$ cat src/rtl/rgb_led_sequencer_pkg.sv
// Shared definitions for the RGB LED sequencer: FSM state encoding, palette and fade helper.
package led_seq_pkg;

  typedef enum logic [1:0] {
    ST_FADE = 2'd0,
    ST_HOLD = 2'd1,
    ST_OVR  = 2'd2
  } seq_state_e;

  localparam logic [2:0] PALETTE_LAST = 3'd7;

  localparam logic [23:0] PALETTE [8] = '{
    24'hFF0000, 24'hFFFF00, 24'h00FF00, 24'h00FFFF,
    24'h0000FF, 24'hFF00FF, 24'hFFFFFF, 24'h000000
  };

  // One linear fade step of a single 8-bit channel; never overshoots the target.
  function automatic logic [7:0] step_toward(input logic [7:0] cur, input logic [7:0] tgt);
    if (cur < tgt)      return cur + 8'd1;
    else if (cur > tgt) return cur - 8'd1;
    else                return cur;
  endfunction

endpackage

$ cat src/rtl/rgb_led_sequencer_if.sv
// Override request handshake: requester (master) presents a colour, sequencer (slave) accepts.
interface rgb_led_sequencer_if;
  logic        REQ_VALID;
  logic [23:0] REQ_RGB;
  logic        REQ_READY;

  modport master (output REQ_VALID, output REQ_RGB, input REQ_READY);
  modport slave  (input REQ_VALID, input REQ_RGB, output REQ_READY);
endinterface

$ cat src/rtl/rgb_led_sequencer_pwm.sv
// One PWM output pin: lit while the shared counter is below the duty value, registered drive.
module rgb_pwm_channel #(
  parameter int unsigned PWM_BITS       = 8,
  parameter int unsigned LED_ACTIVE_LOW = 1
) (
  input  logic                clk,
  input  logic                rst_n,
  input  logic                i_en,
  input  logic [PWM_BITS-1:0] i_duty,
  input  logic [PWM_BITS-1:0] i_cnt,
  output logic                o_pin
);

  localparam logic UNLIT = (LED_ACTIVE_LOW != 0);

  logic w_lit;

  assign w_lit = (i_cnt < i_duty);

  always_ff @(posedge clk or negedge rst_n) begin
    if (!rst_n) begin
      o_pin <= UNLIT;
    end else if (i_en) begin
      o_pin <= w_lit ? ~UNLIT : UNLIT;
    end else begin
      o_pin <= UNLIT;
    end
  end

endmodule

$ cat src/rtl/rgb_led_sequencer.sv
// Board RGB LED sequencer: palette fades and holds, one-shot colour override, PWM pin drive.
module rgb_led_sequencer
  import led_seq_pkg::*;
#(
  parameter int unsigned TICK_DIV       = 12000,
  parameter int unsigned HOLD_TICKS     = 250,
  parameter int unsigned OVR_TICKS      = 500,
  parameter int unsigned PWM_BITS       = 8,
  parameter int unsigned LED_ACTIVE_LOW = 1
) (
  input  logic                 CLK,
  input  logic                 RST_N,
  input  logic                 EN,
  rgb_led_sequencer_if.slave   req,
  output logic [1:0]           STATE,
  output logic [2:0]           IDX,
  output logic                 LED_R,
  output logic                 LED_G,
  output logic                 LED_B
);

  localparam int unsigned PW   = $clog2(TICK_DIV);
  localparam int unsigned MAXT = (HOLD_TICKS > OVR_TICKS) ? HOLD_TICKS : OVR_TICKS;
  localparam int unsigned HW   = $clog2(MAXT) + 1;

  localparam logic [PW-1:0] TICK_LAST = PW'(TICK_DIV - 1);
  localparam logic [HW-1:0] HOLD_LAST = HW'(HOLD_TICKS - 1);
  localparam logic [HW-1:0] OVR_LAST  = HW'(OVR_TICKS - 1);

  logic [PW-1:0]       r_presc;
  logic [PWM_BITS-1:0] r_pwm;
  seq_state_e          r_state;
  logic [2:0]          r_idx;
  logic [23:0]         r_cur;
  logic [HW-1:0]       r_hold;
  logic                r_ready;

  logic        w_tick;
  logic        w_accept;
  logic [23:0] w_target;
  logic [23:0] w_faded;
  logic [2:0]  w_idx_next;

  assign w_tick     = EN & (r_presc == TICK_LAST);
  assign w_accept   = EN & r_ready & req.REQ_VALID;
  assign w_target   = PALETTE[r_idx];
  assign w_idx_next = (r_idx == PALETTE_LAST) ? '0 : r_idx + 3'd1;
  assign w_faded    = {step_toward(r_cur[23:16], w_target[23:16]),
                       step_toward(r_cur[15:8],  w_target[15:8]),
                       step_toward(r_cur[7:0],   w_target[7:0])};

  assign req.REQ_READY = EN & r_ready;
  assign STATE         = r_state;
  assign IDX           = r_idx;

  // Tick prescaler and shared PWM counter both freeze while disabled.
  always_ff @(posedge CLK or negedge RST_N) begin
    if (!RST_N) begin
      r_presc <= '0;
      r_pwm   <= '0;
    end else if (EN) begin
      r_presc <= (r_presc == TICK_LAST) ? '0 : r_presc + 1'b1;
      r_pwm   <= r_pwm + 1'b1;
    end
  end

  // Acceptance has priority: a tick landing on the same edge is dropped entirely.
  always_ff @(posedge CLK or negedge RST_N) begin
    if (!RST_N) begin
      r_state <= ST_FADE;
      r_idx   <= '0;
      r_cur   <= '0;
      r_hold  <= '0;
      r_ready <= 1'b1;
    end else if (EN) begin
      if (w_accept) begin
        r_state <= ST_OVR;
        r_cur   <= req.REQ_RGB;
        r_hold  <= '0;
        r_ready <= 1'b0;
      end else if (w_tick) begin
        unique case (r_state)
          ST_FADE: begin
            if (r_cur == w_target) begin
              r_state <= ST_HOLD;
              r_hold  <= '0;
            end else begin
              r_cur <= w_faded;
            end
          end
          ST_HOLD: begin
            if (r_hold == HOLD_LAST) begin
              r_state <= ST_FADE;
              r_idx   <= w_idx_next;
              r_hold  <= '0;
            end else begin
              r_hold <= r_hold + 1'b1;
            end
          end
          ST_OVR: begin
            if (r_hold == OVR_LAST) begin
              r_state <= ST_FADE;
              r_hold  <= '0;
              r_ready <= 1'b1;
            end else begin
              r_hold <= r_hold + 1'b1;
            end
          end
          default: begin
            r_state <= ST_FADE;
            r_ready <= 1'b1;
          end
        endcase
      end
    end
  end

  rgb_pwm_channel #(
    .PWM_BITS       (PWM_BITS),
    .LED_ACTIVE_LOW (LED_ACTIVE_LOW)
  ) u_pwm_r (
    .clk    (CLK),
    .rst_n  (RST_N),
    .i_en   (EN),
    .i_duty (r_cur[23 -: PWM_BITS]),
    .i_cnt  (r_pwm),
    .o_pin  (LED_R)
  );

  rgb_pwm_channel #(
    .PWM_BITS       (PWM_BITS),
    .LED_ACTIVE_LOW (LED_ACTIVE_LOW)
  ) u_pwm_g (
    .clk    (CLK),
    .rst_n  (RST_N),
    .i_en   (EN),
    .i_duty (r_cur[15 -: PWM_BITS]),
    .i_cnt  (r_pwm),
    .o_pin  (LED_G)
  );

  rgb_pwm_channel #(
    .PWM_BITS       (PWM_BITS),
    .LED_ACTIVE_LOW (LED_ACTIVE_LOW)
  ) u_pwm_b (
    .clk    (CLK),
    .rst_n  (RST_N),
    .i_en   (EN),
    .i_duty (r_cur[7 -: PWM_BITS]),
    .i_cnt  (r_pwm),
    .o_pin  (LED_B)
  );

endmodule
$ cat src/flat_wrapper.sv
// flat-port wrapper written by rule: the top's interface ports become plain ports
module rgb_led_sequencer_flat import led_seq_pkg::*;
#(
  parameter int unsigned TICK_DIV       = 12000,
  parameter int unsigned HOLD_TICKS     = 250,
  parameter int unsigned OVR_TICKS      = 500,
  parameter int unsigned PWM_BITS       = 8,
  parameter int unsigned LED_ACTIVE_LOW = 1
)
  (CLK, RST_N, EN, STATE, IDX, LED_R, LED_G, LED_B, req_REQ_VALID, req_REQ_RGB, req_REQ_READY);
  rgb_led_sequencer_if req_i ();
  input  logic CLK;
  input  logic RST_N;
  input  logic EN;
  output logic [1:0] STATE;
  output logic [2:0] IDX;
  output logic LED_R;
  output logic LED_G;
  output logic LED_B;
  input wire logic [$bits(req_i.REQ_VALID)-1:0] req_REQ_VALID;
  input wire logic [$bits(req_i.REQ_RGB)-1:0] req_REQ_RGB;
  output wire logic [$bits(req_i.REQ_READY)-1:0] req_REQ_READY;
  assign req_i.REQ_VALID = req_REQ_VALID;
  assign req_i.REQ_RGB = req_REQ_RGB;
  assign req_REQ_READY = req_i.REQ_READY;
  rgb_led_sequencer #(.TICK_DIV(TICK_DIV), .HOLD_TICKS(HOLD_TICKS), .OVR_TICKS(OVR_TICKS), .PWM_BITS(PWM_BITS), .LED_ACTIVE_LOW(LED_ACTIVE_LOW)) u_core (.CLK(CLK), .RST_N(RST_N), .EN(EN), .req(req_i), .STATE(STATE), .IDX(IDX), .LED_R(LED_R), .LED_G(LED_G), .LED_B(LED_B));
endmodule
$ cat config.mk
export PLATFORM = sky130hd
export DESIGN_NAME = rgb_led_sequencer_flat
export DESIGN_NICKNAME = d
export VERILOG_FILES = /design/src/rtl/rgb_led_sequencer_pkg.sv /design/src/rtl/rgb_led_sequencer_if.sv /design/src/rtl/rgb_led_sequencer_pwm.sv /design/src/rtl/rgb_led_sequencer.sv /design/src/flat_wrapper.sv
export SDC_FILE = /design/constraint.sdc
export NUM_CORES = 1
export LEC_CHECK = 0
export BUFFER_PORTS_ARGS = -buffer_cell sky130_fd_sc_hd__buf_4
export CAP_MARGIN = 25
export CORE_UTILIZATION = 40
export DETAILED_ROUTE_END_ITERATION = 16
export GPL_ROUTABILITY_DRIVEN = 0
export HOLD_SLACK_MARGIN = 0.08
export PLACE_DENSITY = 0.64
export SKIP_LAST_GASP = 1
export SLEW_MARGIN = 30
export SYNTH_ARGS = -nofsm -noshare
export SYNTH_HDL_FRONTEND = slang
export SYNTH_SLANG_ARGS = --single-unit
$ cat constraint.sdc
create_clock -name CLK -period 4.75 [get_ports CLK]
set_input_delay 0 -clock CLK [delete_from_list [all_inputs] [get_ports CLK]]
set_output_delay 0 -clock CLK [all_outputs]
set_load 0.05 [all_outputs]
==> metrics.txt <==
VDD IR-drop max 169.4 uV; setup violators final 0; clk slew on worst S/H paths 50 ps; final-layout fill cell count 1156; syn avg cell area 8.714 um^2; crit path launch u_core.IDX[0]; die area 12730 um^2; hold path cells 4; Residual DRC 0; relative slew slack 0.4396; Hold Crit Endpoint u_core.STATE[1]; cell chosen for the clock root clkbuf_16; Crit Path Max Fanout 7; Top delay family on crit path compound AO/OA/AOI/OAI gates; Final Skew 3.947 ps; chip height 112.8 um; GRT met1 Usage 0.2558; number of port buffers 36; final setup TNS 0 ps; die width 112.8 um; Power Density 289.5 nW/um^2; initial antenna violation count 0; DRT iter0 DRCs 154; WL final 11530 um; area grow syn2layout 19.68%; Crit. End Element flip-flop; WL/cell 14.91 um; cell area after layout 5882 um^2; Yosys reg bits 65; Critical R2R Launch u_core.IDX[0]; dpl ws 628.3 ps; critical path type reg2reg; CTS Sinks 65; final critical-path setup slack 584.2 ps; maximum capacitance violations 0; pin count of the biggest net entering global routing 66; total gr overflow 0; FP Rows 40; M3 GR Usage 0.02678; slowest CP cell dfrtp_1; Final Max Tran Viols 0; R2R Path End u_core.r_cur[7]; CTS tree yes; startpoint types flip-flop; post-synthesis sequential area ratio 0.3320; Max Clk Rate 240.1 MHz; cell count after synthesis 564; leakage 2.700 nW; post-synthesis cell area 4915 um^2; layout cell share with drive strength beyond 1 0.1150; Synth Flop Type dfrtp_1; required time at the worst-slack endpoint 4970 ps; RSZ-0062 raised after global routing no; htree depth 3; asr flop ratio synth 1.000; endpoints failing hold 0; hold path start req_REQ_VALID; final period utilization 0.8770; Post-Syn Nets 649; Worst Max-Slew Pin Slew 840.5 ps; iteration count of the initial detailed-routing pass 4; gr busiest metal met2; Yosys cell types 59; status complete, no violations; Post-synth EDFFs 0; slowest stage delay, CP 450 ps; cts repair resizes 0; Worst-Skew Late Latency 340 ps; critical-path cell list ha_1 > nor2_1 > a21oi_1 > ha_1 > or4_1 > a21oi_1 > a221o_1 > o21bai_1 > nand2_1 > ha_1 > a21oi_1 > o211ai_1 > o41a_1 > and2_1 > a22oi_1 > mux2i_1 > a221o_1; global-route wire length before repair 20180 um; post-route ant nets 0; CP bufs+invs 0; num ports 37; reg2reg setup slack 580 ps; detailed-placement wirelength estimate 8329 um; Final min period 4166 ps; Clock Path Buffers 2; total CTS buffers 9; Total GRT Usage 0.1972; Core ar. 12010 um^2; Power Total 0.001703 W; arrival time worst endpoint 4390 ps; ANT cells 0; Hold/Removal Path Class in2reg; Initial Util 0.4092; final net count 707; vias in the first global route 4291; Worst Reg2Reg Path Length in Cells 17; Cell Area, Placed 5310 um^2; vias per cell 5.546; grt met2 use 0.3309; Yosys warnings 0; via count 4287
per-layer routing:
metal | vias up | share of wire
met5 | - | 0
met4 | 0 | 0.022
met3 | 23 | 0.029
met2 | 71 | 0.47
met1 | 2065 | 0.48
li1 | 2128 | -
report_power, final:
group | switching [W] | internal (W) | total (W) | leakage [nW]
logic | 0.000124 | 0.000161 | 0.000285 | 1.77
clock network | 0.000236 | 0.000470 | 0.000705 | 0.153
registers | 0.0000926 | 0.000620 | 0.000712 | 0.776
sequential cells by signal (all words and copies together), names as in the netlist:
register	cells
u_core.r_pwm	8
u_core.r_cur	24
u_core.u_pwm_g.o_pin	1
u_core.STATE	2
u_core.r_hold	10
u_core.IDX	3
u_core.r_presc	14
u_core.u_pwm_b.o_pin	1
u_core.u_pwm_r.o_pin	1
u_core.r_ready	1
cells by family after synthesis:
logic type	synth area share
buffers and inverters	0.04633
XOR/XNOR	0.06059
flip-flops	0.3320
adder cells (fa/ha/maj)	0.1497
multiplexers	0.01069
AO/OA/AOI/OAI	0.1884
AND/OR/NAND/NOR	0.2123
cells in the mapped netlist (3+ instances only):
library cell  number  area share
nand3_1           20       0.020
a21o_1            12       0.018
clkbuf_1          10      0.0076
mux2i_1            3      0.0061
or3_1              3      0.0038
and2_1             4      0.0051
ha_1              54        0.14
o21a_1             4      0.0061
buf_2              5      0.0051
xnor2_1           21       0.037
o31ai_2            4       0.010
or2_2              4      0.0051
o21ai_1           28       0.029
a22oi_1            3      0.0046
fa_1               3       0.012
or4_1              4      0.0061
a21oi_1           27       0.027
o21ai_0           14       0.014
or2_1              3      0.0038
nor2_1            40       0.031
and3_1            12       0.015
nand2b_1          11       0.014
nand2_1           59       0.045
inv_1             36       0.027
nor2b_1           14       0.018
o211ai_1          10       0.015
o21bai_1           4      0.0061
inv_2              3      0.0023
xor2_1            13       0.023
dfrtp_1           61        0.31
nand4_1            8       0.010
and4_1             4      0.0071
o2111ai_1          5      0.0089
nor3_1            10       0.010
dfstp_2            4       0.021
a31oi_1           10       0.013
nor4_1             4      0.0051
stage by stage:
stage / std cells / utilization / hold WS, ps
CTS: 773 / 0.4897 / 162.3
global placement: 732 / 0.4421 / 160.6
global route: 773 / 0.4897 / 192.0
detailed placement: 732 / 0.4421 / 159.5
floorplan: 564 / - / -295.6
finish: 773 / 0.4897 / 161.2
cells in the final DEF, fill, tap and decap left out, types with 5 or more instances in the layout:
cell and instances:
a21oi_1 27, o21ai_1 28, dfrtp_1 61, o21ai_0 14, xor2_1 13, clkbuf_16 9
dlygate4sd3_1 26, nand4_1 8, nor3_1 10, and3_1 12, a31oi_1 10, nand2_1 59
o2111ai_1 5, inv_1 36, a21o_1 12, o211ai_1 10, nor2b_1 14, nor2_1 40
ha_1 54, nand3_1 20, buf_4 39, nand2b_1 11, xnor2_1 21
final cells by class:
class / instances / area, um^2 / area share
Multi-Input combinational cell: 442 / 3055 / 0.5195
Timing Repair Buffer: 65 / 553.0 / 0.09402
Inverter: 39 / 146.4 / 0.02489
Tap cell: 147 / 183.9 / 0.03127
Clock buffer: 12 / 246.5 / 0.04191
Clock inverter: 3 / 65.06 / 0.01106
Sequential cell: 65 / 1632 / 0.2774
worst register-to-register path: cells and delay by family, from the launching register on:
| family | cells | cell delay [ps] |
|---|---|---|
| AOI/OAI and AO/OA | 9 | 1720 |
| adders and majority gates | 3 | 820 |
| muxes | 1 | 100 |
| DFF | 1 | 450 |
| and+or+nand+nor | 4 | 980 |
how the worst max path moves through the flow:
stage                     slack (ps)               to  depth (start not counted)
final                            580  u_core.r_cur[7]                         17
after global routing             290  u_core.r_cur[7]                         17
after CTS                        610  u_core.r_cur[7]                         17
after detailed placement         630  u_core.r_cur[7]                         17
after global placement           870  u_core.r_cur[7]                         17
after floorplan                  800  u_core.r_cur[7]                         17
timing repair:
item,CTS,global route
hold buffers,26,0
endpoints found under the setup margin,0,0
endpoints found under the hold margin,91,0
setup buffers,0,0
No activity file was read; power rests on OpenSTA's default activity.
